--- src/rtl/huffman_encoder_serial.sv ---
// ----------------------------------------------------------------------------
// huffman_encoder_serial
//   Serial Huffman encoder for the fixed 18-symbol code consumed by
//   huffman_decoder_serial. One symbol (1..18) is taken per sym_valid/sym_ready
//   transfer. Its codeword is then sent MSB-first, one bit per
//   bit_valid/bit_ready transfer, and bit_last marks the final bit.
//
// Ports
//   clk        in   1      rising-edge clock
//   rst        in   1      asynchronous active-high reset
//   sym        in   SYM_W  symbol to encode (0 and 19..63 are illegal)
//   sym_valid  in   1      sym is valid
//   sym_ready  out  1      encoder accepts sym this cycle (combinational)
//   bit_out    out  1      current code bit, registered
//   bit_valid  out  1      bit_out is valid, registered
//   bit_ready  in   1      downstream consumes bit_out this cycle
//   bit_last   out  1      bit_out is the final bit of the codeword, registered
//   sym_err    out  1      one-cycle pulse after an illegal symbol is dropped
//
// Configuration macro
//   HUFF_ENC_BACK2BACK_EN : when defined, a new symbol can be taken on the
//   transfer of the previous codeword's last bit, which gives a gap-free
//   bit stream. When undefined there is one idle cycle between codewords.
// ----------------------------------------------------------------------------
module huffman_encoder_serial #(
   parameter int SYM_W  = 6,
   parameter int CODE_W = 8,
   parameter int CNT_W  = 4
) (
   input  logic             clk,
   input  logic             rst,
   input  logic [SYM_W-1:0] sym,
   input  logic             sym_valid,
   output logic             sym_ready,
   output logic             bit_out,
   output logic             bit_valid,
   input  logic             bit_ready,
   output logic             bit_last,
   output logic             sym_err
);

   typedef enum logic {IDLE, SHIFT} state_t;

   state_t              state;
   logic [CODE_W-1:0]   shreg;
   logic [CNT_W-1:0]    cnt;

   logic [CODE_W-1:0]   lut_code;
   logic [CNT_W-1:0]    lut_len;
   logic                legal;
   logic                accept;
   logic                load;
   logic                bad_sym;
   logic                xfer;
   logic                done;

   // Code table. Codes are stored left-aligned so the first bit to send is
   // always in the MSB. A length of zero marks an illegal symbol.
   always_comb begin
      lut_code = '0;
      lut_len  = '0;
      case (sym)
         SYM_W'(1):  begin lut_len = CNT_W'(2); lut_code = 8'b0000_0000; end
         SYM_W'(2):  begin lut_len = CNT_W'(2); lut_code = 8'b0100_0000; end
         SYM_W'(3):  begin lut_len = CNT_W'(2); lut_code = 8'b1000_0000; end
         SYM_W'(4):  begin lut_len = CNT_W'(3); lut_code = 8'b1100_0000; end
         SYM_W'(5):  begin lut_len = CNT_W'(6); lut_code = 8'b1110_0000; end
         SYM_W'(6):  begin lut_len = CNT_W'(6); lut_code = 8'b1110_0100; end
         SYM_W'(7):  begin lut_len = CNT_W'(6); lut_code = 8'b1110_1000; end
         SYM_W'(8):  begin lut_len = CNT_W'(7); lut_code = 8'b1110_1100; end
         SYM_W'(9):  begin lut_len = CNT_W'(7); lut_code = 8'b1110_1110; end
         SYM_W'(10): begin lut_len = CNT_W'(7); lut_code = 8'b1111_0000; end
         SYM_W'(11): begin lut_len = CNT_W'(7); lut_code = 8'b1111_0010; end
         SYM_W'(12): begin lut_len = CNT_W'(7); lut_code = 8'b1111_0100; end
         SYM_W'(13): begin lut_len = CNT_W'(7); lut_code = 8'b1111_0110; end
         SYM_W'(14): begin lut_len = CNT_W'(7); lut_code = 8'b1111_1000; end
         SYM_W'(15): begin lut_len = CNT_W'(7); lut_code = 8'b1111_1010; end
         SYM_W'(16): begin lut_len = CNT_W'(7); lut_code = 8'b1111_1100; end
         SYM_W'(17): begin lut_len = CNT_W'(8); lut_code = 8'b1111_1110; end
         SYM_W'(18): begin lut_len = CNT_W'(8); lut_code = 8'b1111_1111; end
         default:    begin lut_len = '0;        lut_code = '0;          end
      endcase
   end

   assign legal = (lut_len != '0);

`ifdef HUFF_ENC_BACK2BACK_EN
   // bit_last is only ever high in SHIFT, so this also covers the final-bit
   // handover that keeps the stream free of bubbles.
   assign sym_ready = (state == IDLE) | ((state == SHIFT) & bit_last & bit_ready);
`else
   assign sym_ready = (state == IDLE);
`endif

   assign accept  = sym_valid & sym_ready;
   assign load    = accept & legal;
   assign bad_sym = accept & ~legal;
   assign xfer    = (state == SHIFT) & bit_valid & bit_ready;
   assign done    = xfer & (cnt == CNT_W'(1));

   always_ff @(posedge clk or posedge rst) begin
      if (rst) begin
         state     <= IDLE;
         shreg     <= '0;
         cnt       <= '0;
         bit_out   <= 1'b0;
         bit_valid <= 1'b0;
         bit_last  <= 1'b0;
         sym_err   <= 1'b0;
      end else begin
         sym_err <= bad_sym;
         case (state)
            IDLE: begin
               if (load) begin
                  state     <= SHIFT;
                  shreg     <= lut_code;
                  cnt       <= lut_len;
                  bit_out   <= lut_code[CODE_W-1];
                  bit_valid <= 1'b1;
                  bit_last  <= (lut_len == CNT_W'(1));
               end
            end
            SHIFT: begin
               if (load) begin
                  // New codeword taken on the last-bit transfer: reload
                  // without leaving SHIFT.
                  shreg     <= lut_code;
                  cnt       <= lut_len;
                  bit_out   <= lut_code[CODE_W-1];
                  bit_valid <= 1'b1;
                  bit_last  <= (lut_len == CNT_W'(1));
               end else if (done) begin
                  state     <= IDLE;
                  shreg     <= shreg << 1;
                  cnt       <= '0;
                  bit_out   <= 1'b0;
                  bit_valid <= 1'b0;
                  bit_last  <= 1'b0;
               end else if (xfer) begin
                  shreg     <= shreg << 1;
                  cnt       <= cnt - CNT_W'(1);
                  bit_out   <= shreg[CODE_W-2];
                  bit_last  <= (cnt == CNT_W'(2));
               end
            end
            default: state <= IDLE;
         endcase
      end
   end

endmodule

--- config.mk ---
export PLATFORM = sky130hd
export DESIGN_NAME = huffman_encoder_serial
export DESIGN_NICKNAME = d
export VERILOG_FILES = /design/src/rtl/huffman_encoder_serial.sv
export SDC_FILE = /design/constraint.sdc
export NUM_CORES = 1
export LEC_CHECK = 0
export ABC_AREA = 1
export CAP_MARGIN = 30
export CORE_MARGIN = 1.5
export CORE_UTILIZATION = 60
export CTS_BUF_LIST = sky130_fd_sc_hd__clkbuf_2 sky130_fd_sc_hd__clkbuf_4 sky130_fd_sc_hd__clkbuf_8
export DETAILED_ROUTE_END_ITERATION = 10
export PLACE_DENSITY = 0.86
export SLEW_MARGIN = 20
export SYNTH_ARGS = -nofsm -noshare
export SYNTH_HDL_FRONTEND = slang
export SYNTH_SLANG_ARGS = --single-unit
export TNS_END_PERCENT = 100
--- constraint.sdc ---
create_clock -name clk -period 2.1 [get_ports clk]
set_clock_uncertainty 0.15 [all_clocks]
set_input_delay 0.42 -clock clk [delete_from_list [all_inputs] [get_ports clk]]
set_output_delay 0.42 -clock clk [all_outputs]
set_load 0.01 [all_outputs]
==> run summary, run 1 <==
Result of the run -> completed
Site Rows -> 15
Share of the clock period used by the worst path -> 98.5%
Final-report setup violation count -> 0
Cell types with the largest area share after synthesis -> dfrtp_1 (36%), nand2_1 (14%), nand3_1 (10%)
Highest attainable clock frequency -> 484 MHz
Mapped Area -> 1100 µm²
CTS root buf -> clkbuf_4
Horiz. Die Dim -> 45.8 µm
Number of synthesized flops with an enable pin -> 0
Critical path endpoint category -> flop
Placement Cell Area -> 1360 µm²
Count of buffer and inverter cells on the critical path -> 3
Worst Path Arrival -> 2090 ps
Average via count per standard cell -> 5.39
Final worst path period need -> 2070 ps
Clk sink count -> 16
Maximum vdd drop -> 0.816 mV
Number of detailed-routing iterations run before antenna repair -> 4
Maximum number of pins on one net before global-route repair -> 17
Cell type with the largest total area after synthesis -> dfrtp_1
Area grow syn2layout -> 27.7%
Weighted congestion at the end of routability-driven global placement -> 0.920
Area share of the largest cell type after synthesis -> 36.5%
Die area -> 2090 µm²
Worst-skew pair later-pin latency -> 280 ps
Floorplan core area -> 1730 µm²
First-pass GRT wire length -> 4280 µm
Classification of the worst setup path -> input pin to flop
I/O pin cnt -> 15
Remaining antenna violation count -> 0
Overall die height -> 45.8 µm
Cell at the slowest stage of the critical path -> clkdlybuf4s50_1
Flip-flop cell with the highest count after synthesis -> dfrtp_1
CTS Buffer Depth -> 2
Post-synthesis cell type count -> 24
Synthesized Nets -> 166
Number of failing hold endpoints at the final stage -> 0
Number of max-capacitance violations reported -> 0
TritonCTS clock tree -> yes
Antenna violations before repair -> 0
Async SR Flop Fraction -> 100%
Maximum net fanout on the critical path -> 7
Hold buffer count at CTS -> 0
Routed wirelength normalized by instance count -> 13.5 µm
Area of all placed cells without fillers -> 1400 µm²
Num CTS Buffers -> 3
Final Max Slew Viols -> 0
DRC violation total after the first TritonRoute iteration -> 31
Via count -> 1,089
Worst-path clk slew -> 100 ps
Vias in the first global route -> 1,038
Static leakage -> 0.731 nW
Post-route DRC -> 0
Max H-tree Level -> 1
Highest cell delay on the worst timing path -> 480 ps
Most frequent CP cell -> nand3_2
Count of warnings emitted by yosys -> 0
Total overflow reported by the global router -> 0
PnR Total Power -> 1.38 mW
Count of inserted antenna diode cells -> 0
Global-route total usage across every layer -> 28.8%
Worst endpoint required time -> 2130 ps
Port Buffers -> 14
Fraction of layout instances using a drive strength above 1 -> 17.5%
Slew margin rel. -> 59.1%
Buffers inserted by post-CTS timing repair -> 0
HPWL reported at the end of detailed placement -> 2090 µm
Actual slew at the worst max-slew pin -> 613 ps
Sequential element share of the synthesized area -> 36.5%
Net count reported at finish -> 196
Resized Gates After CTS -> 0
Power Dens Cells -> 983 nW/µm²
Initial Utilization -> 63.6%
Wire length after detailed routing -> 2730 µm
Mean cell area of the mapped netlist -> 7.41 µm²
HP Class -> input pin to asynchronous set/reset pin
Launching element type of the critical path -> input pin
Gate count of the mapped netlist -> 148
RSZ-0062 raised after global routing -> false
Number of register bits inferred by synthesis -> 16
Critical-path cell list -> clkdlybuf4s50_1 > inv_1 > ha_1 > o21ai_2 > nand3_2 > nand3_2 > nand2_4 > buf_4 > nand3_1 > nand2_1
Crit path max-delay family -> buffers and inverters
==> final cells by class <==
class	instances	area, µm²
multi-input cells	113	617
flip-flops and latches	16	400
repair buffers	31	268
clock buffers	4	36.3
inverters	13	48.8
fillers	122	325
well taps	25	31.3
==> cells by family after synthesis <==
family / after synthesis / share of synthesized area [%]
and+or+nand+nor: 87 / 36.8
buffers and inverters: 19 / 7.75
DFF: 16 / 36.5
AOI/OAI and AO/OA: 15 / 7.30
adders and majority gates: 8 / 9.12
xor gates and xnor gates: 2 / 1.60
muxes: 1 / 0.912
==> power by group <==
| part | total [mW] | switching (mW) | leakage [nW] | internal [mW] |
|---|---|---|---|---|
| clock | 0.204 | 0.0985 | 0.0210 | 0.106 |
| sequential | 0.499 | 0.0897 | 0.208 | 0.409 |
| combinational | 0.675 | 0.377 | 0.503 | 0.298 |
==> synth_stat cells (all sizes together), types with 2 or more instances <==
master,instances
a21oi,3
ha,8
clkbuf,2
nor2,9
inv,13
nor3,5
nand4,2
nand2,45
buf,4
xnor2,2
nand3,25
o21ai,11
dfrtp,16
==> routing by layer <==
layer  share of wire (%)  vias up  GRT usage, %
met4                 1.9        0          12.6
met3                 4.7        8          4.37
li1                    -      541             -
met1                  44      497          35.8
met5                   0        -             0
met2                  49       43          49.0
==> sequential cells by signal (all words and copies together) (netlist names) <==
| register | flops |
|---|---|
| sym_err | 1 |
| shreg | 7 |
| cnt | 4 |
| bit_last | 1 |
| bit_valid | 1 |
| state | 1 |
| bit_out | 1 |
==> placed cells by master (no fill, tap or decap), types with 3 or more instances in the layout <==
| master | count |
|---|---|
| a21oi_1 | 3 |
| nor3_1 | 5 |
| clkdlybuf4s50_1 | 14 |
| inv_1 | 13 |
| nand2_1 | 42 |
| buf_4 | 17 |
| ha_1 | 8 |
| nand3_2 | 3 |
| clkbuf_4 | 3 |
| nor2_1 | 7 |
| nand3_1 | 22 |
| o21ai_1 | 3 |
| dfrtp_1 | 16 |
| o21ai_0 | 7 |
==> worst reg2reg max path, cell delays in order, from the launching register on <==
cell and delay (ps):
dfrtp_1 470, buf_4 230, nand3_1 110, nor2_1 130, nand2_1 120, nand2_1 150, o22ai_1 110, nand2_1 80
nand2_1 70
==> final timing paths <==
path	from	to	slack, ps	cells past startpoint
worst max-delay path	sym[0]	cnt[2]	30	10
worst min-delay path	rst	bit_out	340	2
worst max register to register	state	cnt[2]	390	8
worst min register to register	shreg[0]	shreg[0]	360	2
max in group asynchronous	rst	cnt[0]	1060	2
min in group clk	shreg[0]	shreg[0]	360	2
==> stage by stage <==
step	setup slack (ps)	setup TNS (ps)	std cells	utilization, %	hold slack, ps
final	31.8	0	202	81.2	342
after global routing	3.58	0	202	81.2	390
after CTS	101	0	202	80.9	359
after floorplan	461	0	148	-	184
after global placement	-66.4	-702	198	78.8	336
after detailed placement	-198	-1880	198	78.8	339
No activity file was read; power rests on OpenSTA's default activity.
==> run 2, diff against run 1 <==
--- a/config.mk
+++ b/config.mk
@@ -10,6 +10,6 @@
 export CORE_MARGIN = 1.5
-export CORE_UTILIZATION = 60
-export CTS_BUF_LIST = sky130_fd_sc_hd__clkbuf_2 sky130_fd_sc_hd__clkbuf_4 sky130_fd_sc_hd__clkbuf_8
+export CORE_UTILIZATION = 57
 export DETAILED_ROUTE_END_ITERATION = 10
-export PLACE_DENSITY = 0.86
+export PLACE_DENSITY = 0.82
+export RECOVER_POWER = 50
 export SLEW_MARGIN = 20
==> constraint.sdc (replaced) <==
create_clock -name clk -period 2.1 [get_ports clk]
set_clock_uncertainty 0.15 [all_clocks]
set_input_delay 0.315 -clock clk [delete_from_list [all_inputs] [get_ports clk]]
set_output_delay 0.315 -clock clk [all_outputs]
set_load 0.01 [all_outputs]
==> run 2 against run 1 <==
Effect of this change: register-to-register slack better by 150 ps; critical path depth stayed put; first-iteration DRC count stayed put; utilization is 6.2 points lower; critical endpoint is now cnt[3]; highest routed layer unchanged.
==> run summary, run 2 (same netlist as run 1, synthesis figures left out) <==
Result of the run -> completed
Clk sink count -> 16 (unchanged)
RSZ-0062 raised after global routing -> false
CTS Buffer Depth -> 2 (unchanged)
Crit path max-delay family -> simple AND/OR/NAND/NOR gates
Placement Cell Area -> 1300 µm² (-4.4%)
Area grow syn2layout -> 20.5%
Routed wirelength normalized by instance count -> 13.3 µm (-1.4%)
Startpoint of the worst-slack reg-to-reg timing path -> cnt[1]
Worst-skew pair later-pin latency -> 290 ps (about the same)
Power Dens Cells -> 991 nW/µm² (+0.78%)
Overall die height -> 46.9 µm (+2.4%)
DRC violation total after the first TritonRoute iteration -> 31 (unchanged)
Weighted congestion at the end of routability-driven global placement -> 0.857 (-6.9%)
HPWL reported at the end of detailed placement -> 1960 µm (-6.4%)
Classification of the worst setup path -> input pin to flop
Worst-path clk slew -> 90 ps (about the same)
HP Class -> flop to flop
Worst endpoint required time -> 2170 ps (+40 ps)
Critical-path cell list -> clkdlybuf4s50_1 > inv_1 > ha_1 > o21ai_2 > nand3_2 > nand3_2 > nand2_4 > nand2_2 > nand2_1 > nand2_1
Final WS setup -> 213 ps (+182 ps)
Remaining antenna violation count -> 0 (unchanged)
Floorplan core area -> 1760 µm² (+2.2%)
Fillers -> 152 (+25%)
Critical path endpoint category -> flop
Highest cell delay on the worst timing path -> 480 ps (about the same)
Top library cells by usage in the layout, fill and taps aside -> nand2_1 (42), nand3_1 (22), dfrtp_1 (16)
Max H-tree Level -> 1 (unchanged)
Maximum vdd drop -> 0.705 mV (-14%)
Launching element type of the critical path -> input pin
Count of inserted antenna diode cells -> 0 (unchanged)
Slew margin rel. -> 58.1% (-1.0 points)
Setup crit end -> cnt[3]
Via count -> 1,060 (-2.7%)
Maximum net fanout on the critical path -> 12 (+5)
Vias in the first global route -> 965 (-7.0%)
Launch point of the worst path -> sym[1]
Port Buffers -> 14 (unchanged)
Global-route total usage across every layer -> 27.0% (-1.8 points)
Hold buffer count at CTS -> 0 (unchanged)
Number of detailed-routing iterations run before antenna repair -> 4 (unchanged)
Post-route DRC -> 0 (unchanged)
Static leakage -> 0.692 nW (-5.3%)
Final-report setup violation count -> 0 (unchanged)
Antenna violations before repair -> 0 (unchanged)
Post-placement setup slack -> -61.6 ps (+136 ps)
Resized Gates After CTS -> 0 (unchanged)
Number of cells on the critical path -> 10 (unchanged)
Average via count per standard cell -> 5.49 (+1.9%)
Hold Crit Depth -> 2
Final worst path period need -> 1890 ps (-182 ps)
Worst Path Arrival -> 1960 ps (-130 ps)
Cell at the slowest stage of the critical path -> clkdlybuf4s50_1
Wire length after detailed routing -> 2570 µm (-5.8%)
Portion of total power attributed to sequential cells -> 37.1% (+0.9 points)
Initial Utilization -> 62.2% (-1.4 points)
Site Rows -> 15 (unchanged)
Area of all placed cells without fillers -> 1320 µm² (-5.6%)
Highest attainable clock frequency -> 530 MHz (+9.6%)
Horiz. Die Dim -> 46.9 µm (+2.4%)
Maximum number of pins on one net before global-route repair -> 17 (unchanged)
Share of the clock period used by the worst path -> 89.8% (-8.6 points)
Net count reported at finish -> 188 (-4.1%)
Most common library cell in the layout ignoring fill and taps -> nand2_1
Num CTS Buffers -> 3 (unchanged)
Largest registers ranked by flip-flop count -> shreg x7, cnt x4
Max reg flops -> 7 (unchanged)
Logic depth of the worst register-to-register path -> 9 (+1)
Actual slew at the worst max-slew pin -> 628 ps (+15.3 ps)
Number of max-capacitance violations reported -> 0 (unchanged)
Total overflow reported by the global router -> 0 (unchanged)
Count of buffer and inverter cells on the critical path -> 2 (-1)
Buffers inserted by post-CTS timing repair -> 0 (unchanged)
Register-to-register path setup slack -> 540 ps (+150 ps)
Number of failing hold endpoints at the final stage -> 0 (unchanged)
Switching pwr -> 0.547 mW (-3.2%)
Fraction of layout instances using a drive strength above 1 -> 13.1% (-4.4 points)
Final Max Slew Viols -> 0 (unchanged)
Register with the most flip-flops -> shreg
Die area -> 2200 µm² (+4.9%)
Reg2reg end -> cnt[3]
Internal power component -> 0.763 mW (-6.1%)
CTS root buf -> clkbuf_4
Fraction of power spent switching nets -> 41.7% (+0.74 points)
Fraction of power consumed by combinational cells -> 50.3% (+1.3 points)
I/O pin cnt -> 15 (unchanged)
First-pass GRT wire length -> 4260 µm (-0.63%)
Clock power share -> 12.6% (-2.2 points)
TritonCTS clock tree -> yes
## run 2: cell count changes in the layout (fill, tap and decap cells not counted)
cell and change:
clkdlybuf4s50_1 -3, nand2_4 -1, buf_4 -8, dlygate4sd3_1 +3, nand2_2 +1, clkbuf_8 -1
## run 2: per-layer routing
layer  global-route usage, %  vias to the layer above  part of all wire [%]
met5                       0                        -                     0
met2                    43.8                       42                    49
li1                        -                      525                     -
met3                    3.85                        2                   5.3
met4                    6.67                        0                  0.58
met1                    38.2                      491                    45
## run 2: how the worst min path moves through the flow
stage,startpoint,to,slack (ps)
2_1_floorplan,rst,bit_last,80
3_3_place_gp,shreg[0],shreg[0],340
3_5_place_dp,shreg[3],shreg[3],340
4_1_cts,rst,shreg[2],270
5_1_grt,bit_out,bit_out,390
6_report,bit_out,bit_out,370
## run 2: final cells by class
type                            instances  area [µm²]  area share [%]
Multi-Input combinational cell        113         612            46.3
Timing Repair Buffer                   23         208            15.7
Sequential cell                        16         400            30.3
Tap cell                               25        31.3            2.37
Clock buffer                            3        22.5            1.70
Inverter                               13        48.8            3.69
## run 2: worst min-delay path, cell delays in order, from the launching register on
cell and delay, ps:
dfrtp_1 350, nand3_1 70, nand2_1 70
## run 2: per-stage QoR
stage | setup TNS [ps] | utilization (%) | power [mW] | instances | hold slack, ps
CTS | 0 | 75.0 | 1.32 | 193 | 268
detailed placement | -628 | 73.7 | 1.15 | 190 | 344
global placement | 0 | 73.7 | 1.14 | 190 | 336
floorplan | 0 | - | 0.931 | 148 | 78.7
global route | 0 | 75.0 | 1.41 | 193 | 391
finish | 0 | 75.0 | 1.31 | 193 | 366
## run 2: power by group through the flow
stage	Combinational (mW)	Clock (mW)	Sequential, mW
detailed placement	0.659	0	0.492
finish	0.659	0.165	0.486
floorplan	0.447	0	0.484
global placement	0.647	0	0.488
global route	0.737	0.181	0.494
CTS	0.664	0.169	0.486
==> run 3, diff against run 2 <==
GPL_ROUTABILITY_DRIVEN = 0   (was default)
==> results of run 3 <==
Same layout as run 2: the final DEF is identical, and so are final timing and power.
